$ cat src/rtl/audio_mix_pdm_pkg.sv
// rtl/audio_mix_pdm_pkg.sv - shared types, widths and tick helper for the voice mixer
package audio_pkg;

  typedef enum logic [1:0] {
    ENV_IDLE    = 2'd0,
    ENV_ATTACK  = 2'd1,
    ENV_SUSTAIN = 2'd2,
    ENV_RELEASE = 2'd3
  } env_state_e;

  localparam int ENV_MAX  = 255;
  localparam int MIX_W    = 10;
  localparam int SAMPLE_W = 10;
  localparam int ACC_W    = 10;
  localparam int PRESC_W  = 15;
  localparam int RATE_W   = 4;
  localparam int VOL_W    = 4;

  // A rate of r fires once every 2**r strobes: the low r prescaler bits must all be zero.
  function automatic logic rate_hit(input logic [PRESC_W-1:0] presc,
                                    input logic [RATE_W-1:0]  rate);
    logic [PRESC_W-1:0] mask;
    mask = (PRESC_W'(1) << rate) - PRESC_W'(1);
    return (presc & mask) == '0;
  endfunction

endpackage

$ cat src/rtl/audio_mix_pdm_if.sv
// rtl/audio_mix_pdm_if.sv - control and output bundle between the mixer and its host
interface audio_mix_pdm_if
  import audio_pkg::*;
#(
  parameter int NVOICE = 3
);

  logic                en;
  logic [NVOICE-1:0]   voice_in;
  logic [NVOICE-1:0]   gate;
  logic [RATE_W-1:0]   attack_rate;
  logic [RATE_W-1:0]   release_rate;
  logic [VOL_W-1:0]    master_vol;
  logic [SAMPLE_W-1:0] sample_out;
  logic                pdm_out;
  logic                env_busy;

  modport master (
    output en, voice_in, gate, attack_rate, release_rate, master_vol,
    input  sample_out, pdm_out, env_busy
  );

  modport slave (
    input  en, voice_in, gate, attack_rate, release_rate, master_vol,
    output sample_out, pdm_out, env_busy
  );

endinterface

$ cat src/rtl/audio_mix_pdm_env_gen.sv
// rtl/audio_mix_pdm_env_gen.sv - per-voice attack/sustain/release envelope
module env_gen
  import audio_pkg::*;
#(
  parameter int ENV_W = 8
) (
  input  logic             clk,
  input  logic             rst_n,
  input  logic             en,
  input  logic             tick_a,
  input  logic             tick_r,
  input  logic             gate,
  output logic [ENV_W-1:0] level,
  output logic             busy
);

  localparam logic [ENV_W-1:0] LVL_MAX = ENV_W'(ENV_MAX);

  env_state_e       state_q, state_d, eff_state;
  logic [ENV_W-1:0] level_q, level_d;

  always_ff @(posedge clk or negedge rst_n) begin
    if (!rst_n) begin
      state_q <= ENV_IDLE;
      level_q <= '0;
    end else begin
      state_q <= state_d;
      level_q <= level_d;
    end
  end

  // Gate decides the state first; the level step then obeys that new state in the same strobe.
  always_comb begin
    eff_state = state_q;
    state_d   = state_q;
    level_d   = level_q;
    if (en) begin
      case (state_q)
        ENV_IDLE:    if (gate)  eff_state = ENV_ATTACK;
        ENV_ATTACK:  if (!gate) eff_state = ENV_RELEASE;
        ENV_SUSTAIN: if (!gate) eff_state = ENV_RELEASE;
        ENV_RELEASE: if (gate)  eff_state = ENV_ATTACK;
        default:     eff_state = ENV_IDLE;
      endcase

      if (eff_state == ENV_ATTACK && tick_a && level_q != LVL_MAX)
        level_d = level_q + ENV_W'(1);
      if (eff_state == ENV_RELEASE && tick_r && level_q != '0)
        level_d = level_q - ENV_W'(1);

      state_d = eff_state;
      if (eff_state == ENV_ATTACK && level_d == LVL_MAX)
        state_d = ENV_SUSTAIN;
      if (eff_state == ENV_RELEASE && level_d == '0)
        state_d = ENV_IDLE;
    end
  end

  assign level = level_q;
  assign busy  = (state_q != ENV_IDLE);

endmodule

$ cat src/rtl/audio_mix_pdm.sv
// rtl/audio_mix_pdm.sv - envelope-gated voice mixer with master volume and sigma-delta output
module audio_mix_pdm
  import audio_pkg::*;
#(
  parameter int NVOICE = 3,
  parameter int ENV_W  = 8
) (
  input  logic            clk,
  input  logic            rst_n,
  audio_mix_pdm_if.slave  bus
);

  logic [PRESC_W-1:0]     presc_q, presc_d;
  logic                   tick_a, tick_r;
  logic [ENV_W-1:0]       level [NVOICE];
  logic [NVOICE-1:0]      busy;
  logic [MIX_W-1:0]       mix_sum;
  logic [MIX_W+VOL_W-1:0] scaled;
  logic [SAMPLE_W-1:0]    sample_q, sample_d;
  logic [ACC_W-1:0]       acc_q, acc_d;
  logic                   pdm_q, pdm_d;
  logic [ACC_W:0]         sd_sum;

  assign tick_a  = bus.en & rate_hit(presc_q, bus.attack_rate);
  assign tick_r  = bus.en & rate_hit(presc_q, bus.release_rate);
  assign presc_d = bus.en ? presc_q + PRESC_W'(1) : presc_q;

  for (genvar i = 0; i < NVOICE; i++) begin : g_voice
    env_gen #(
      .ENV_W (ENV_W)
    ) u_env (
      .clk    (clk),
      .rst_n  (rst_n),
      .en     (bus.en),
      .tick_a (tick_a),
      .tick_r (tick_r),
      .gate   (bus.gate[i]),
      .level  (level[i]),
      .busy   (busy[i])
    );
  end

  // Mix reads the envelope registers before this strobe's update, giving one strobe of latency.
  always_comb begin
    mix_sum = '0;
    for (int i = 0; i < NVOICE; i++) begin
      if (bus.voice_in[i])
        mix_sum = mix_sum + MIX_W'(level[i]);
    end
    scaled   = (MIX_W+VOL_W)'(mix_sum) * (MIX_W+VOL_W)'(bus.master_vol);
    sample_d = bus.en ? scaled[MIX_W+VOL_W-1:VOL_W] : sample_q;
  end

  always_comb begin
    sd_sum = {1'b0, acc_q} + (ACC_W+1)'(sample_q);
    acc_d  = sd_sum[ACC_W-1:0];
    pdm_d  = sd_sum[ACC_W];
  end

  always_ff @(posedge clk or negedge rst_n) begin
    if (!rst_n) begin
      presc_q  <= '0;
      sample_q <= '0;
      acc_q    <= '0;
      pdm_q    <= 1'b0;
    end else begin
      presc_q  <= presc_d;
      sample_q <= sample_d;
      acc_q    <= acc_d;
      pdm_q    <= pdm_d;
    end
  end

  assign bus.sample_out = sample_q;
  assign bus.pdm_out    = pdm_q;
  assign bus.env_busy   = |busy;

endmodule
$ cat src/flat_wrapper.sv
// flat-port wrapper written by rule: the top's interface ports become plain ports
module audio_mix_pdm_flat import audio_pkg::*;
#(
  parameter int NVOICE = 3,
  parameter int ENV_W  = 8
)
  (clk, rst_n, bus_en, bus_voice_in, bus_gate, bus_attack_rate, bus_release_rate, bus_master_vol, bus_sample_out, bus_pdm_out, bus_env_busy);
  audio_mix_pdm_if #(.NVOICE(NVOICE)) bus_i ();
  input  logic clk;
  input  logic rst_n;
  input wire logic [$bits(bus_i.en)-1:0] bus_en;
  input wire logic [$bits(bus_i.voice_in)-1:0] bus_voice_in;
  input wire logic [$bits(bus_i.gate)-1:0] bus_gate;
  input wire logic [$bits(bus_i.attack_rate)-1:0] bus_attack_rate;
  input wire logic [$bits(bus_i.release_rate)-1:0] bus_release_rate;
  input wire logic [$bits(bus_i.master_vol)-1:0] bus_master_vol;
  output wire logic [$bits(bus_i.sample_out)-1:0] bus_sample_out;
  output wire logic [$bits(bus_i.pdm_out)-1:0] bus_pdm_out;
  output wire logic [$bits(bus_i.env_busy)-1:0] bus_env_busy;
  assign bus_i.en = bus_en;
  assign bus_i.voice_in = bus_voice_in;
  assign bus_i.gate = bus_gate;
  assign bus_i.attack_rate = bus_attack_rate;
  assign bus_i.release_rate = bus_release_rate;
  assign bus_i.master_vol = bus_master_vol;
  assign bus_sample_out = bus_i.sample_out;
  assign bus_pdm_out = bus_i.pdm_out;
  assign bus_env_busy = bus_i.env_busy;
  audio_mix_pdm #(.NVOICE(NVOICE), .ENV_W(ENV_W)) u_core (.clk(clk), .rst_n(rst_n), .bus(bus_i));
endmodule
$ cat config.mk
export PLATFORM = sky130hd
export DESIGN_NAME = audio_mix_pdm_flat
export DESIGN_NICKNAME = d
export VERILOG_FILES = /design/src/rtl/audio_mix_pdm_pkg.sv /design/src/rtl/audio_mix_pdm_if.sv /design/src/rtl/audio_mix_pdm_env_gen.sv /design/src/rtl/audio_mix_pdm.sv /design/src/flat_wrapper.sv
export SDC_FILE = /design/constraint.sdc
export NUM_CORES = 1
export LEC_CHECK = 0
export ABC_AREA = 1
export CORE_MARGIN = 4
export CORE_UTILIZATION = 55
export DETAILED_ROUTE_END_ITERATION = 6
export PLACE_DENSITY = 0.84
export SYNTH_ARGS = -nofsm -noshare
export SYNTH_HDL_FRONTEND = slang
export SYNTH_SLANG_ARGS = --single-unit
$ cat constraint.sdc
create_clock -name clk -period 4.74 [get_ports clk]
set_input_delay 1.185 -clock clk [delete_from_list [all_inputs] [get_ports clk]]
set_output_delay 1.185 -clock clk [all_outputs]
set_load 0.02 [all_outputs]
After elaboration in Yosys (flattened, before gate mapping)
Cells that the tools add are included.
- register bits: 66
- logic and storage cells: 119
- add/sub/neg operators: 12
- multipliers: 1
- eq/ne operators: 21
- shift operators: 2
- multiplexer cells: 30
- bitwise operators: 4
- reductions and logical operators: 39
- operators with widths (operator ; number):
    $mux 8 ; 10
    $and 15x15->15 ; 2
    $logic_not 15->1 ; 2
    $mux 2 ; 15
    $shl 1x4->15 const A ; 2
    $sub 15x2->15 const B ; 2
    $add 8x1->8 const B ; 3
    $eq 8x8->1 const B ; 3
    $logic_not 8->1 ; 3
    $ne 8x8->1 const B ; 3
    $reduce_bool 8->1 ; 3
    $sub 8x1->8 const B ; 3
    $mux 10 ; 2
    $eq 2x2->1 const B ; 9
    $logic_and 1x1->1 ; 18
    $add 15x1->15 const B ; 1
    $mul 10x4->14 ; 1
    $eq 2x1->1 const B ; 6
    $pmux 2 s2 ; 3
    $reduce_or 2->1 ; 6
    $add 10x10->11 ; 1
    $add 10x8->10 ; 1
    $add 8x8->9 ; 1
    $logic_not 2->1 ; 3
    3 further kinds ; 6

Logic depth before layout (Yosys ltp)
Gate-level depths: netlist (run 1).
- depth in word-level cells: 14
- gate-level depth with buffers: 37
- depth with buffers taken out: 36

Modules after synthesis
From an unflattened synthesis (run 1), not the netlist that was laid out.
- cell total of the unflattened synthesis: 1206
- area total of the unflattened synthesis: 7686.1 µm²
- by module, submodules not included (module ; times used ; cells an instance ; area an instance (µm²)):
    audio_mix_pdm ; 1 ; 663 ; 4431.8
    env_gen (u_core.g_voice[0].u_env ...) ; 2 ; 182 ; 1084.8
    env_gen (u_core.g_voice[2].u_env) ; 1 ; 179 ; 1084.8

Least setup slack after synthesis (run 1)
OpenSTA, ideal clock, no wires.
- path kind: input-to-reg
- start point: in bus_voice_in[0]
- end point: reg u_core.sample_q[9], in the netlist u_core.bus.sample_out[9]
- setup time: 0.118 ns
- arrival time: 5.987 ns
- required time: 4.622 ns
- slack: -1.365 ns
- stages: 27
- path buffers: 1
- cells stage by stage: buf_2 -> nand2_1 -> inv_1 -> ha_1 -> fa_1 -> inv_1 -> o21a_1 -> fa_1 -> o21ai_0 -> a21oi_1 -> o21bai_1 -> xnor2_1 -> nand2_1 -> o21ai_1 -> nor2_1 -> fa_1 -> inv_1 -> fa_1 -> inv_1 -> ha_1 -> a21oi_1 -> o21ai_0 -> a211oi_1 -> nand2_1 -> or2_2 -> nand3_1 -> nand2_1
- word-level cells in the longest chain between the ends: 6
- ends and longest elaborated chain (what ; RTL line ; source):
    from (decl) ; flat_wrapper.sv:12 ; input wire logic [$bits(bus_i.voice_in)-1:0] bus_voice_in;
    $mux 8 (*) ; audio_mix_pdm.sv:47 ; if (bus.voice_in[i])
    $add 8x8->9 ; audio_mix_pdm.sv:48 ; mix_sum = mix_sum + MIX_W'(level[i]);
    $mux 10 (*) ; audio_mix_pdm.sv:47 ;
    $add 10x8->10 ; audio_mix_pdm.sv:48 ;
    $mux 10 (*) ; audio_mix_pdm.sv:47 ;
    $mul 10x4->14 (*) ; audio_mix_pdm.sv:50 ; scaled = (MIX_W+VOL_W)'(mix_sum) * (MIX_W+VOL_W)'(bus.master_vol);
    to (signal assigned) ; audio_mix_pdm.sv:68 ; sample_q <= sample_d;
    to (decl) ; audio_mix_pdm.sv:19 ; logic [SAMPLE_W-1:0] sample_q, sample_d;
Every way passes the cells marked *; elsewhere a longest branch is shown, timed or not.
A chain may end at the register's enable or synchronous reset.

Worst setup path in the final report (run 1)
- start point: in bus_voice_in[0]
- end point: reg u_core.sample_q[8], in the netlist u_core.bus.sample_out[8]
Same word-level chain as after synthesis.

==> out/metrics.cfg, run 1 <==
[synthesis]
synth.yosys.warnings=0
synthMostInstantiatedCell=sky130_fd_sc_hd__nand2_1
post_synthesis_area_per_instance_sq_um=6.73
synthFlopType=sky130_fd_sc_hd__dfrtp_1
asyncSetResetFlopFracSynth=1.00
post_synth_cell_types=47
synth-edff-count=0
post_synth_inst_count=1061
synthesis.area_sq_um=7140
synth_sequential_area_ratio=0.231
proportion_of_netlist_area_held_by_the_largest_area_contributor=0.231
netlist_top_cells_area=sky130_fd_sc_hd__dfrtp_1 (23%), sky130_fd_sc_hd__nand2_1 (15%), sky130_fd_sc_hd__ha_1 (9.6%)
synth.net_count=1155
yosys-top-cells-count=sky130_fd_sc_hd__nand2_1 (285), sky130_fd_sc_hd__inv_1 (154), sky130_fd_sc_hd__nor2_1 (113)
yosysTopAreaCell=sky130_fd_sc_hd__dfrtp_1
flip_flop_and_latch_count_after_synthesis=66

[worst_setup_path]
critPathArrivalTime_ns=6.17
crit-reg2reg-capture=u_core.bus.sample_out[8]
crit_cells=32
critical-path-top-delay-family=adder cells
timing.critical_path.to_type=flip-flop
critical_path.startpoint=bus_voice_in[0]
worst-path-max-fanout=3
cp-endpoint=u_core.bus.sample_out[8]
worst_path_most_repeated_cell=sky130_fd_sc_hd__inv_2
reg2reg_from=u_core.g_voice[0].u_env.level[0]
startpoint_type_of_the_worst_setup_path=input port
max_stage_delay_ns=0.52
reg2reg_depth=31
r2r_slack_ns=-0.68
required_ns=5.00
crit_buf_inv=7
crit_slowest_cell=sky130_fd_sc_hd__fa_2
worstSetupPathType=input port to flip-flop

[grt]
grt_overflow_total=0
grt_max_degree=41
grt_first_pass_wirelength_microns=32600
number_of_antenna_violations_at_the_first_check_in_global_routing=0
grt_use_total=0.271
grt_pass1_vias=7154

[hold_path]
min_path_type=flip-flop to flip-flop

[floorplan]
floorplan.die.height_microns=122
die_width_microns=122
core_sq_um=12700
floorplan.initialDensity=0.563
row_count=41
die-area_sq_um=14900
io_pins=33

[timing]
unrepaired_setup_endpoints_after_global_routing=true
timing.max_slew.rel_slack=0.552
timing.hold.ws_ns=0.469
maxSlewViolCount=0
clock_skew_ns=0.0122
report.final.hold_viol_count=0
final-setup-viol-count=10
final_critical_path_setup_slack_ns=-1.17
timing.fmax_ghz=0.169
fin_crit_sh=1.25
slew_of_the_pin_with_the_lowest_slew_margin_ns=0.672
final_period_minus_worst_setup_slack_ns=5.91

[placed_design]
place.gp.congestion=0.929
place.detailed.hpwl_microns=13800
place.detailed.instances=1336
placement.io_buffers=32
worst_slack_at_placement_ns=-1.82

[clock_network]
clk_root_buffer_cell=sky130_fd_sc_hd__clkbuf_16
tritoncts=yes
cts.htree.levels=3
cts_sinks=66
clock_insertion_delay_worst_skew_ns=0.36
tritoncts.num_buffers=9
cts-root-to-sink-buffers=2
clock_pin_transition_on_the_worst_setup_and_hold_timing_paths_ns=0.06
post_cts_hold_buffer_count=0

[power]
vdd_drop_max_uv=279
p_sw_frac=0.445
power.share.sequential=0.191
total_switching_power_w=0.00204
powerDensity_nw_per_um2=485
power.share.combinational=0.660
total_leakage_power_nw=4.81
power_frac_clock=0.150
intPower_w=0.00254

[outcome]
failed_checks=setup timing
run_status=complete, but fails checks

[routing]
drtPass1Iterations=6
viasPerCell=5.60
initialDrtViolationCount=771
num_vias=7734
drtAntennaViolNets=0
detail_route.wirelength_microns=22100
drc_errors=0
wl_per_cell_microns=16.0

[layout]
nNetsFinal=1298
ant_diodes=0
final-instance-count-excl-fill=1381
layout-drive-gt1-share=0.261
syn2layout_area_growth_pct=32.4

[flow_run]
max_cap_viol_count=0

## area by class of cell
cell class	instances	area, sq um
Tap cell	172	215
Clock buffer	10	229
Fill cell	864	3220
Timing Repair Buffer	153	1300
Sequential cell	66	1650
Clock inverter	6	57.6
Multi-Input combinational cell	804	5350
Inverter	170	643
## worst min-delay path by stage
stage	from	endpoint	slack, ns	cells after the start
after floorplan	u_core.acc_q[0]	u_core.acc_q[0]	0.44	1
after global placement	u_core.acc_q[0]	u_core.acc_q[0]	0.45	1
after detailed placement	u_core.acc_q[0]	u_core.acc_q[0]	0.46	1
after CTS	u_core.acc_q[0]	u_core.acc_q[0]	0.47	1
after global routing	u_core.acc_q[0]	u_core.acc_q[0]	0.49	1
final	u_core.acc_q[0]	u_core.acc_q[0]	0.47	1
## per-layer routing
layer / routed length (microns) / part of all wire / GRT usage
met5: 0 / 0 / 0
met4: 1020 / 0.046 / 0.124
met3: 1490 / 0.067 / 0.0455
met2: 11000 / 0.50 / 0.467
met1: 8540 / 0.39 / 0.332
## power by group through the flow
stage	registers (W)	clock network [W]	logic [W]
2_1_floorplan	0.000870	0	0.00150
3_3_place_gp	0.000866	0	0.00215
3_5_place_dp	0.000870	0	0.00225
4_1_cts	0.000863	0.000682	0.00259
5_1_grt	0.000894	0.000708	0.00327
6_report	0.000874	0.000685	0.00302
## sequential cells by signal, indices dropped and copies added (netlist names)
name	flops
u_core.acc_q	10
u_core.bus.pdm_out	1
u_core.bus.sample_out	10
u_core.g_voice.u_env.level	24
u_core.g_voice.u_env.state_q	6
u_core.presc_q	15
## cells in the final DEF (no fill, tap or decap), types with 16 or more instances in the layout
master / n
sky130_fd_sc_hd__a21oi_1: 22
sky130_fd_sc_hd__buf_4: 104
sky130_fd_sc_hd__buf_6: 16
sky130_fd_sc_hd__clkdlybuf4s50_1: 30
sky130_fd_sc_hd__dfrtp_1: 66
sky130_fd_sc_hd__fa_1: 16
sky130_fd_sc_hd__ha_1: 36
sky130_fd_sc_hd__ha_4: 18
sky130_fd_sc_hd__inv_1: 135
sky130_fd_sc_hd__inv_2: 31
sky130_fd_sc_hd__nand2_1: 269
sky130_fd_sc_hd__nand2_2: 18
sky130_fd_sc_hd__nand3_1: 64
sky130_fd_sc_hd__nand4_1: 23
sky130_fd_sc_hd__nor2_1: 99
sky130_fd_sc_hd__nor2_2: 21
sky130_fd_sc_hd__o21ai_0: 19
sky130_fd_sc_hd__o21ai_2: 17
sky130_fd_sc_hd__xor2_1: 49
## metrics by stage
| stage | TNS [ns] | instance area, sq um | power [W] | util |
|---|---|---|---|---|
| global route | -11.17 | 9450 | 0.00487 | 0.746 |
| detailed placement | -15.53 | 8390 | 0.00312 | 0.662 |
| finish | -9.28 | 9450 | 0.00458 | 0.746 |
| CTS | -6.67 | 9040 | 0.00414 | 0.714 |
| floorplan | -6.67 | 7310 | 0.00237 | - |
| global placement | -13.16 | 8390 | 0.00301 | 0.662 |
## timing repair
action,4_1_cts,5_1_grt
gates cloned,0,0
pin swaps,68,55
setup endpoints to repair,10,10
gates resized for setup,61,75
setup buffers,22,9
## worst reg2reg max path: cells and delay by family (launching register included)
family / cells / cell delay (ns)
and+or+nand+nor: 11 / 1.00
adders and majority gates: 6 / 1.95
AOI/OAI and AO/OA: 8 / 1.56
buffers and inverters: 6 / 0.40
DFF: 1 / 0.41
## cells by family after synthesis
logic type,synth area share
compound gates,0.0880
xor+xnor,0.0736
fa+ha+maj,0.147
buf+inv,0.109
flops,0.231
simple gates,0.351
No activity file was read; power rests on OpenSTA's default activity.
==> inputs of run 2 (changes only) <==
--- a/config.mk
+++ b/config.mk
@@ -9,7 +9,7 @@
 export CORE_MARGIN = 4
 export CORE_UTILIZATION = 55
 export DETAILED_ROUTE_END_ITERATION = 6
-export PLACE_DENSITY = 0.84
+export PLACE_DENSITY = 0.81
 export SYNTH_ARGS = -nofsm -noshare
 export SYNTH_HDL_FRONTEND = slang
 export SYNTH_SLANG_ARGS = --single-unit
==> run 2 against run 1 <==
Effect of this change:
- the flow still finishes with violations (setup timing)
- global-route usage decreased by 0.20 points
- via count is 0.74% lower
- final area fell by 1.5%
- fmax increased by 0.13%
- clock-buffer cell count up 3
- core utilization shrank 1.1 points
- critical path depth is 2 higher
- worst setup slack better by 0.0079 ns
==> out/metrics.cfg, run 2 (synthesis results as in run 1) <==
[worst_setup_path]
startpoint_type_of_the_worst_setup_path=input port  ; unchanged
required_ns=4.96  ; was 5.00 ns
timing.critical_path.to_type=flip-flop  ; unchanged
reg2reg_from=u_core.g_voice[0].u_env.level[0]  ; unchanged
worst-path-max-fanout=3  ; unchanged
r2r_slack_ns=-0.66  ; was -0.68 ns
crit-reg2reg-capture=u_core.bus.sample_out[8]  ; unchanged
max_stage_delay_ns=0.44  ; was 0.52 ns
reg2reg_depth=33  ; was 31
critPathArrivalTime_ns=6.12  ; was 6.17 ns
worstSetupPathType=input port to flip-flop  ; unchanged
crit_slowest_cell=sky130_fd_sc_hd__fa_1  ; was sky130_fd_sc_hd__fa_2

[power]
total_leakage_power_nw=4.74  ; was 4.81 nW
power.share.combinational=0.652  ; was 0.660
vdd_drop_max_uv=293  ; was 279 uV
powerDensity_nw_per_um2=465  ; was 485 nW/um^2
power.share.sequential=0.203  ; was 0.191
power_frac_clock=0.144  ; was 0.150
fin_total_pwr_w=0.00433  ; was 0.00458 W
p_sw_frac=0.450  ; was 0.445
intPower_w=0.00238  ; was 0.00254 W
total_switching_power_w=0.00195  ; was 0.00204 W

[routing]
drtAntennaViolNets=0  ; unchanged
wl_per_cell_microns=15.8  ; was 16.0 microns
viasPerCell=5.59  ; was 5.60
drc_errors=0  ; unchanged
initialDrtViolationCount=784  ; was 771
drtPass1Iterations=5  ; was 6
num_vias=7677  ; was 7734
detail_route.wirelength_microns=21700  ; was 22100 microns

[clock_network]
post_cts_hold_buffer_count=0  ; unchanged
tritoncts.num_buffers=9  ; unchanged
cts-root-to-sink-buffers=2  ; unchanged
clk_root_buffer_cell=sky130_fd_sc_hd__clkbuf_16  ; unchanged
cts.htree.levels=3  ; unchanged
clock_pin_transition_on_the_worst_setup_and_hold_timing_paths_ns=0.06  ; about the same
cts_sinks=66  ; unchanged
clock_insertion_delay_worst_skew_ns=0.35  ; was 0.36 ns
tritoncts=yes  ; unchanged

[outcome]
run_status=complete, but fails checks  ; unchanged
failed_checks=setup timing  ; unchanged

[grt]
grt_util_met2=0.470  ; was 0.467
grt_first_pass_wirelength_microns=32300  ; was 32600 microns
grt_pass1_vias=7030  ; was 7154
grt_use_total=0.269  ; was 0.271
number_of_antenna_violations_at_the_first_check_in_global_routing=0  ; unchanged
grt.met3_usage=0.0422  ; was 0.0455
grt_max_degree=45  ; was 41
grt_overflow_total=0  ; unchanged
use_met1=0.341  ; was 0.332
gr-max-usage-layer=met2  ; unchanged

[placed_design]
placement.io_buffers=32  ; unchanged
place.gp.congestion=0.951  ; was 0.929
place.detailed.hpwl_microns=14100  ; was 13800 microns
worst_slack_at_placement_ns=-1.74  ; was -1.82 ns
place.detailed.instances=1336  ; unchanged

[hold_path]
min_path_type=flip-flop to flip-flop  ; unchanged
min_path_cells=1  ; unchanged
hold_path.startpoint=u_core.acc_q[0]  ; unchanged
holdPathEnd=u_core.acc_q[0]  ; unchanged

[floorplan]
core_sq_um=12700  ; unchanged
die-area_sq_um=14900  ; unchanged
die_width_microns=122  ; unchanged
floorplan.initialDensity=0.563  ; unchanged
io_pins=33  ; unchanged
row_count=41  ; unchanged
floorplan.die.height_microns=122  ; unchanged

[layout]
syn2layout_area_growth_pct=30.5  ; was 32.4%
fin_util=0.735  ; was 0.746
final_common_cell=sky130_fd_sc_hd__nand2_1  ; unchanged
final-instance-count-excl-fill=1374  ; was 1381
layout_common_cells=sky130_fd_sc_hd__nand2_1 (266), sky130_fd_sc_hd__inv_1 (133), sky130_fd_sc_hd__buf_4 (102)  ; was sky130_fd_sc_hd__nand2_1 (269), sky130_fd_sc_hd__inv_1 (135), sky130_fd_sc_hd__buf_4 (104)
nNetsFinal=1292  ; was 1298
largest_register_ffs=24  ; unchanged
layout-drive-gt1-share=0.255  ; was 0.261
ant_diodes=0  ; unchanged

[timing]
final_period_minus_worst_setup_slack_ns=5.90  ; was 5.91 ns
clock_skew_ns=0.00968  ; was 0.0122 ns
fin_crit_sh=1.24  ; was 1.25
final_critical_path_setup_slack_ns=-1.16  ; was -1.17 ns
timing.fmax_ghz=0.169  ; about the same
report.final.hold_viol_count=0  ; unchanged
timing.max_slew.rel_slack=0.321  ; was 0.552
unrepaired_setup_endpoints_after_global_routing=true  ; unchanged
maxSlewViolCount=0  ; unchanged
fin_tns_setup_ns=-8.64  ; was -9.28 ns
slew_of_the_pin_with_the_lowest_slew_margin_ns=1.02  ; was 0.672 ns
final-setup-viol-count=10  ; unchanged

[flow_run]
max_cap_viol_count=0  ; unchanged

run 2: power groups by stage:
stage	sequential (W)	clock, W	combinational, W
final	0.000881	0.000626	0.00282
after global routing	0.000898	0.000655	0.00307
after CTS	0.000873	0.000630	0.00250
after detailed placement	0.000877	0	0.00224
after global placement	0.000869	0	0.00216
after floorplan	0.000870	0	0.00150
run 2: critical path, delay by kind of cell:
kind            cells  cell delay [ns]
compound gates      8             1.09
xor+xnor            1             0.22
fa+ha+maj           6             1.84
buf+inv             6             0.57
simple gates       13             1.21
run 2: final cells by class:
cell class              count  area (sq um)
repair buffers            147          1230
clock inverters             2          12.5
multi-input cells         804          5290
clock buffers              13           260
well taps                 172           215
fillers                   899          3360
inverters                 170           646
flip-flops and latches     66          1650
run 2: repair_timing:
item	CTS	global route
pin swaps	51	52
gates resized for setup	71	58
buffers inserted	16	10
setup endpoints to repair	10	10
run 2: stage by stage:
step | area [sq um] | hold slack [ns]
floorplan | 7310 | 0.443
global placement | 8380 | 0.454
detailed placement | 8380 | 0.461
CTS | 9010 | 0.473
global route | 9310 | 0.499
finish | 9310 | 0.471
run 2: how the worst max path moves through the flow:
stage                               start                  endpoint  slack (ns)  depth (start not counted)
after floorplan           bus_voice_in[0]  u_core.bus.sample_out[9]       -1.02                         34
after global placement    bus_voice_in[0]  u_core.bus.sample_out[9]       -1.58                         33
after detailed placement  bus_voice_in[0]  u_core.bus.sample_out[9]       -1.74                         33
after CTS                 bus_voice_in[0]  u_core.bus.sample_out[8]       -0.76                         33
after global routing      bus_voice_in[0]  u_core.bus.sample_out[8]       -1.35                         34
final                     bus_voice_in[0]  u_core.bus.sample_out[8]       -1.16                         34
run 2: routing by layer:
metal / vias up / routed length (microns)
met5: - / 0
met4: 0 / 1030
met3: 104 / 1410
met2: 365 / 10600
met1: 3552 / 8570
li1: 3656 / -
